### config.mk
export PLATFORM = sky130hd
export DESIGN_NAME = bus_wr_slave
export DESIGN_NICKNAME = d
export VERILOG_FILES = /design/src/rtl/bus_wr_slave.sv
export SDC_FILE = /design/constraint.sdc
export NUM_CORES = 2
export LEC_CHECK = 0
export CAP_MARGIN = 10
export CORE_ASPECT_RATIO = 1.75
export CORE_MARGIN = 3
export CORE_UTILIZATION = 36
export CTS_CLUSTER_SIZE = 12
export DETAILED_ROUTE_END_ITERATION = 12
export DONT_BUFFER_PORTS = 1
export MAX_ROUTING_LAYER = met4
export PLACE_DENSITY_LB_ADDON = 0.05
export SETUP_SLACK_MARGIN = 0.05
export SLEW_MARGIN = 40
export SYNTH_ARGS = -nofsm -noshare
export SYNTH_HDL_FRONTEND = slang
export SYNTH_SLANG_ARGS = --single-unit
### constraint.sdc
create_clock -name clk -period 5.6 [get_ports clk]
set_input_delay 0.28 -clock clk [delete_from_list [all_inputs] [get_ports clk]]
set_output_delay 0.28 -clock clk [all_outputs]
set_load 0.005 [all_outputs]
### src/rtl/bus_wr_slave.sv
// Responder for the active-low cs/wr parallel write bus: qualifies a strobe held
// stable for MIN_CYC clocks and commits one word per strobe into a register file.
module bus_wr_slave #(
   parameter logic [31:0] BASE_ADDR = 32'h1100_0000,
   parameter logic [31:0] ADDR_MASK = 32'hFFFF_FF00,
   parameter int          REG_NUM   = 64,
   parameter int          MIN_CYC   = 2,
   localparam int         IDX_W     = $clog2(REG_NUM),
   localparam int         CNT_W     = $clog2(MIN_CYC + 1)
) (
   input  logic             clk,
   input  logic             rst_n,
   input  logic             i_cs,
   input  logic             i_wr,
   input  logic [31:0]      i_addr,
   input  logic [31:0]      i_data,
   input  logic [IDX_W-1:0] i_rd_idx,
   output logic [31:0]      o_rd_data,
   output logic             o_wr_valid,
   output logic [31:0]      o_wr_addr,
   output logic [31:0]      o_wr_data,
   output logic             o_err,
   output logic             o_busy
);

   typedef enum logic [1:0] {
      S_IDLE   = 2'd0,
      S_ACTIVE = 2'd1,
      S_HOLD   = 2'd2
   } state_t;

   localparam logic [CNT_W-1:0] CNT_MAX = CNT_W'(MIN_CYC);

   state_t            r_state;
   logic [CNT_W-1:0]  r_cnt;
   logic [31:0]       r_lat_addr;
   logic [31:0]       r_lat_data;
   logic              r_wr_valid;
   logic              r_err;
   logic [31:0]       r_wr_addr;
   logic [31:0]       r_wr_data;
   logic [31:0]       r_regs [REG_NUM];

   logic              w_strobe;
   logic              w_stable;
   logic              w_hit;
   logic              w_commit;
   logic [CNT_W-1:0]  w_cnt_inc;
   logic [IDX_W-1:0]  w_idx;

   assign w_strobe  = !i_cs && !i_wr;
   assign w_stable  = (i_addr == r_lat_addr) && (i_data == r_lat_data);
   assign w_cnt_inc = (r_cnt == CNT_MAX) ? r_cnt : r_cnt + CNT_W'(1);

   // A commit only ever happens while the bus equals the latch, so the live
   // bus values serve as the commit source in both the IDLE and ACTIVE cases.
   assign w_hit = ((i_addr & ADDR_MASK) == BASE_ADDR);
   assign w_idx = i_addr[IDX_W+1:2];

   always_comb begin
      w_commit = 1'b0;
      case (r_state)
         S_IDLE:   w_commit = w_strobe && (MIN_CYC == 1);
         S_ACTIVE: w_commit = w_strobe && w_stable && (w_cnt_inc == CNT_MAX);
         default:  w_commit = 1'b0;
      endcase
   end

   // Reset lands in HOLD so a strobe already low at release is never taken.
   always_ff @(posedge clk or negedge rst_n) begin
      if (!rst_n) begin
         r_state    <= S_HOLD;
         r_cnt      <= '0;
         r_lat_addr <= '0;
         r_lat_data <= '0;
         r_wr_valid <= 1'b0;
         r_err      <= 1'b0;
         r_wr_addr  <= '0;
         r_wr_data  <= '0;
      end else begin
         r_wr_valid <= 1'b0;
         r_err      <= 1'b0;
         if (r_state == S_IDLE && w_strobe) begin
            r_lat_addr <= i_addr;
            r_lat_data <= i_data;
            r_cnt      <= CNT_W'(1);
         end
         if (w_commit) begin
            r_state <= S_HOLD;
            if (r_state == S_ACTIVE) r_cnt <= w_cnt_inc;
            if (w_hit) begin
               r_wr_valid <= 1'b1;
               r_wr_addr  <= i_addr;
               r_wr_data  <= i_data;
            end else begin
               r_err <= 1'b1;
            end
         end else begin
            case (r_state)
               S_IDLE: begin
                  if (w_strobe) r_state <= S_ACTIVE;
               end
               S_ACTIVE: begin
                  if (!w_strobe) begin
                     r_state <= S_IDLE;
                  end else if (!w_stable) begin
                     r_err   <= 1'b1;
                     r_state <= S_HOLD;
                  end else begin
                     r_cnt <= w_cnt_inc;
                  end
               end
               default: begin
                  if (!w_strobe) r_state <= S_IDLE;
               end
            endcase
         end
      end
   end

   always_ff @(posedge clk or negedge rst_n) begin
      if (!rst_n) begin
         for (int i = 0; i < REG_NUM; i++) r_regs[i] <= '0;
      end else if (w_commit && w_hit) begin
         r_regs[w_idx] <= i_data;
      end
   end

   assign o_rd_data  = r_regs[i_rd_idx];
   assign o_wr_valid = r_wr_valid;
   assign o_wr_addr  = r_wr_addr;
   assign o_wr_data  = r_wr_data;
   assign o_err      = r_err;
   assign o_busy     = (r_state != S_IDLE);

endmodule

=== Word-level counts from Yosys, hierarchy flattened ===
Index checks and enable logic that the tools add are counted.

* Input bits: 74
* Flip-flop bits (word level): 2,182
* Logic and storage cells: 127
* Output and inout bits: 99

* $lt $le $gt $ge: 3
* Muxes and demuxes: 27
* Eq/ne operators: 9
* Bitwise gates (word level): 2
* Reductions and logical operators: 13
* $add $sub $neg: 1

{| class="wikitable"
|+ Operator list
! operator !! count
|-
| 2048-bit bitwise mux || 1
|-
| 32-bit binary-select mux with 6-bit select || 1
|-
| 32-bit demux with 6-bit select || 1
|-
| 32-bit 2-to-1 mux || 3
|-
| 32-bit equality test || 2
|-
| 24-bit by 21-bit equality test with 1-bit output (second input constant) || 1
|-
| 2-bit 2-to-1 mux || 12
|-
| 7-bit >= comparator (second input constant) || 2
|-
| 6-bit inverter with 7-bit output || 2
|-
| 1-bit 2-to-1 mux || 8
|-
| 1-bit logical AND || 7
|-
| 7-bit by 1-bit less-than comparator with 1-bit output (second input constant) || 1
|-
| 2-bit equality test (second input constant) || 2
|-
| 4-bit by 1-bit != test with 1-bit output (second input constant) || 1
|-
| 4-bit != test (second input constant) || 1
|-
| 2-bit case mux with 2 select lines || 1
|-
| 3-bit != test (second input constant) || 1
|-
| 3-bit AND reduction || 1
|-
| 2-bit by 1-bit adder with 2-bit output (second input constant) || 1
|-
| 2-bit by 1-bit equality test with 1-bit output (second input constant) || 1
|-
| 1-bit logical NOT || 2
|-
| 2-bit logical NOT || 1
|-
| 2-bit AND reduction || 1
|-
| 2-bit nonzero test || 1
|}

=== Logic depth before layout (Yosys ltp) ===
* Depth after elaboration: 8
* Gate-level depth with buffers: 10
* Mapped depth without buffers: 6

=== Worst setup path after synthesis ===
OpenSTA, ideal clock, no wires.

* Path type: input-to-output
* Start: input port i_rd_idx[0]
* End: output port o_rd_data[10]
* Data required time: 5.320 ns
* Path slack: 2.690 ns
* Buffers on the path: 4
* Arrival: 2.630 ns
* Stages on the path: 8
* Cell sequence: buf_2 -> buf_2 -> buf_2 -> buf_1 -> mux4_2 -> mux4_2 -> o211ai_1 -> o31ai_1

* Word-level cells in the longest chain between the ends: 4

{| class="wikitable"
|+ Ends and longest elaborated chain
! item !! RTL line !! source
|-
| start: declaration || 17 || <nowiki>input logic [IDX_W-1:0] i_rd_idx,</nowiki>
|-
| 6-bit inverter with 7-bit output (not written as such) || 129 || <nowiki>assign o_rd_data = r_regs[i_rd_idx];</nowiki>
|-
| 32-bit binary-select mux with 6-bit select || 129 ||
|-
| 32-bit 2-to-1 mux (not written as such) (2 in series) || 129 ||
|-
| end: declaration || 18 || <nowiki>output logic [31:0] o_rd_data,</nowiki>
|}

No other way between the ends. The select of a mux whose other input is x is not followed.

=== Final worst setup path ===
* Start: input port i_rd_idx[0]
* End: output port o_rd_data[27]

The elaborated chain is that of the path after synthesis.

==> out/summary.txt <==
RSZ-0062 raised after global routing - no
Setup violators final - 0
Clock power frac - 0.451
Syn. warnings - 0
Final hold vios - 0
Sequential area share after synthesis - 0.555
Post-route DRC - 0
Post-synth top area share - 0.555
Synth area leader - dfrtp_1
Cells after synthesis - 6064
Final worst-path cycle share - 0.799
Worst Setup Path Type - input port to primary output
Buf+Inv Stages, Crit Path - 3
Sw frac - 0.232
Via density - 5.54
Vias in the first global route - 59100
Area post-placement - 102000 um^2
Setup bufs post-CTS - 0
Most used DFF post-synth - dfrtp_1
Global-route wire length before repair - 443 mm
Area of the mapped netlist - 98400 um^2
CP Cell Sequence - buf_16 > buf_16 > buf_16 > mux4_2 > mux4_2 > o211ai_1 > o31ai_1
Initial antenna violation count - 23
Wirelength, routed - 304 mm
Final TNS setup - 0 ns
Max FO, Critical Path - 103
Post-synth EDFFs - 0
Post-Layout Cell Count - 9668
Root Buffer - clkbuf_16
Yosys reg bits - 2182
Total Power - 31900 uW
Routed WL per cell - 31.5 um
Ys async rst share - 1.00
Max-cap check violation count - 0
Post-cts resize count - 0
Worst vdd ir - 0.258 mV
Share of cells above drive strength 1 - 0.538
Placed cell count - 9135
Violated checks - slew limit
Final Skew - 0.0549 ns
Hold_buf cts - 154
Die Area - 280000 um^2
Critical Path AT - 4.19 ns
Gpl congestion - 0.717
Core ar. - 272000 um^2
I/O pin cnt - 173
Starting Density - 0.362
Remaining antenna violation count after routing - 0
Global Route Usage Sum - 0.224
Die Ht - 698 um
Slew margin rel. - -0.0647
Max incr delay on CP - 0.64 ns
CTS tree - built
CTS H-tree lvls - 4
Clock Path Buffers - 4
Hold Path Class - input port to async pin
Pwr Density - 287 nW/um^2
Comb pwr share - 0.050
Unique masters post-synth - 40
CTS buffer count - 224
Finished Cell Area - 111000 um^2
Pre-antenna DRT Iters - 5
CP delay by family, top - buffers and inverters
Total grt overflow - 0
Reg power frac - 0.498
Final #Nets - 6032
Min Tclk post-route - 4.47 ns
Clock sink count - 2182
Sw power - 7430 uW
Largest net degree at the start of global routing - 513
Most used cell, CP - buf_16
Die width - 401 um
IO Port Bufs - 0
Required @ worst endpoint - 5.32 ns
Clock input transition at the sequential cells of the worst setup and hold paths - 0.06 ns
HPWL Detailed - 162 mm
Routed via count - 53500
Status - complete, but fails checks
Leakage - 0.0538 uW
Slew Limit Fails - 63
Hold_ws - 0.0468 ns
Worst-margin pin slew - 1.60 ns
Synthesized Nets - 6139
Internal power - 24500 uW
Top post-synthesis cells by area - dfrtp_1 55%, mux2_2 25%, mux4_2 13%, clkbuf_1 1.9%, xor2_1 0.57%
Worst skew pair latency - 0.89 ns
# rows - 253
DR iter-0 viols - 2519
Mean post-synth cell area - 16.2 um^2
Area growth from synthesis to layout - 13.0%
Critical path startpoint category - input port
Maximum clock frequency - 0.224 GHz
Nature of the critical path endpoint - primary output
Worst path slowest cell - mux4_2
-- power groups by stage --
stage               clock, uW  sequential, uW  combinational (uW)
CTS                     15000           15900                1500
detailed placement          0           16200                 984
global placement            0           16200                 951
finish                  14400           15900                1610
global route            15600           15900                1770
floorplan                   0           16200                 801
-- registers in the layout (all words and copies together) (netlist names) --
| name | flops |
|---|---|
| o_err | 1 |
| o_wr_addr | 32 |
| o_wr_data | 32 |
| o_wr_valid | 1 |
| r_cnt | 2 |
| r_lat_addr | 32 |
| r_lat_data | 32 |
| r_regs | 2048 |
| r_state | 2 |
-- cells in the final DEF (no fill, tap or decap), drive strengths merged --
cell / synthesis / layout
or2: 3 / 3
o21ai: 2 / 2
mux4: 586 / 586
mux2i: 55 / 55
or3b: 2 / 2
o22ai: 26 / 26
a22oi: 38 / 38
ha: 1 / 1
nand4: 53 / 53
diode: 0 / 12
nor2: 21 / 21
a21boi: 2 / 2
nor3b: 5 / 5
mux2: 2205 / 2205
nand3: 17 / 17
and3b: 2 / 2
o21a: 1 / 1
nor2b: 31 / 31
a211oi: 2 / 2
and3: 3 / 3
inv: 6 / 9
nor3: 4 / 4
dfstp: 1 / 1
and2: 25 / 25
o211ai: 26 / 26
xor2: 64 / 64
dfrtp: 2181 / 2181
nor4: 23 / 23
nor4b: 2 / 2
dlygate4sd3: 0 / 122
o31ai: 26 / 26
nand3b: 4 / 4
bufinv: 0 / 2
a21oi: 4 / 4
clkbuf: 499 / 342
nand2b: 3 / 3
clkinv: 0 / 9
buf: 128 / 171
nand2: 13 / 13
-- Yosys cell counts (all sizes together), types with 6 or more instances --
master	instances
xor2	64
o211ai	26
buf	128
nand3	17
and2	25
nor2	21
nand4	53
nor2b	31
nor4	23
nand2	13
mux4	586
o31ai	26
inv	6
dfrtp	2181
mux2i	55
mux2	2205
clkbuf	499
o22ai	26
a22oi	38
-- routing by layer --
layer,GRT usage,wire length (um)
met1,0.267,123000
met2,0.401,163000
met3,0.0290,10500
met4,0.0528,7890
met5,-,0
-- logic make-up (layout without fill, tap and decap cells) --
group	count (synthesis)	count (layout)	synth area share
compound gates	127	127	0.00921
xor+xnor	64	64	0.00570
fa+ha+maj	1	1	0.000127
buf+inv	633	655	0.0251
flops	2182	2182	0.555
mux	2846	2846	0.392
other cells	0	12	0
simple gates	211	211	0.0129
-- through the flow --
stage                      util  setup WS [ns]
after floorplan               -           2.69
after global placement    0.374           1.53
after detailed placement  0.375           1.77
after CTS                 0.408           1.53
after global routing      0.409          0.919
final                     0.409           1.13
-- worst paths after layout --
check | start | to | slack [ns] | cells after the start
setup / recovery | i_rd_idx[0] | o_rd_data[27] | 1.13 | 7
hold / removal | rst_n | r_lat_data[18] | 0.05 | 2
setup reg to reg | r_lat_addr[23] | r_regs[763] | 1.56 | 9
hold reg to reg | r_regs[1113] | r_regs[1113] | 0.50 | 1
max in group asynchronous | rst_n | r_regs[1912] | 3.85 | 4
min in group clk | i_addr[4] | r_regs[985] | 0.10 | 4
-- cell type report --
type / count / area, um^2
fill: 24900 / 160000
tap: 3570 / 4470
inverter: 6 / 22.5
sequential: 2182 / 54600
antenna: 12 / 30.0
timing repair buffer: 294 / 3740
clock inverter: 14 / 145
multi-input combinational: 3249 / 41600
clock buffer: 341 / 6580
Note: power is estimated with default switching activity, not from simulation.
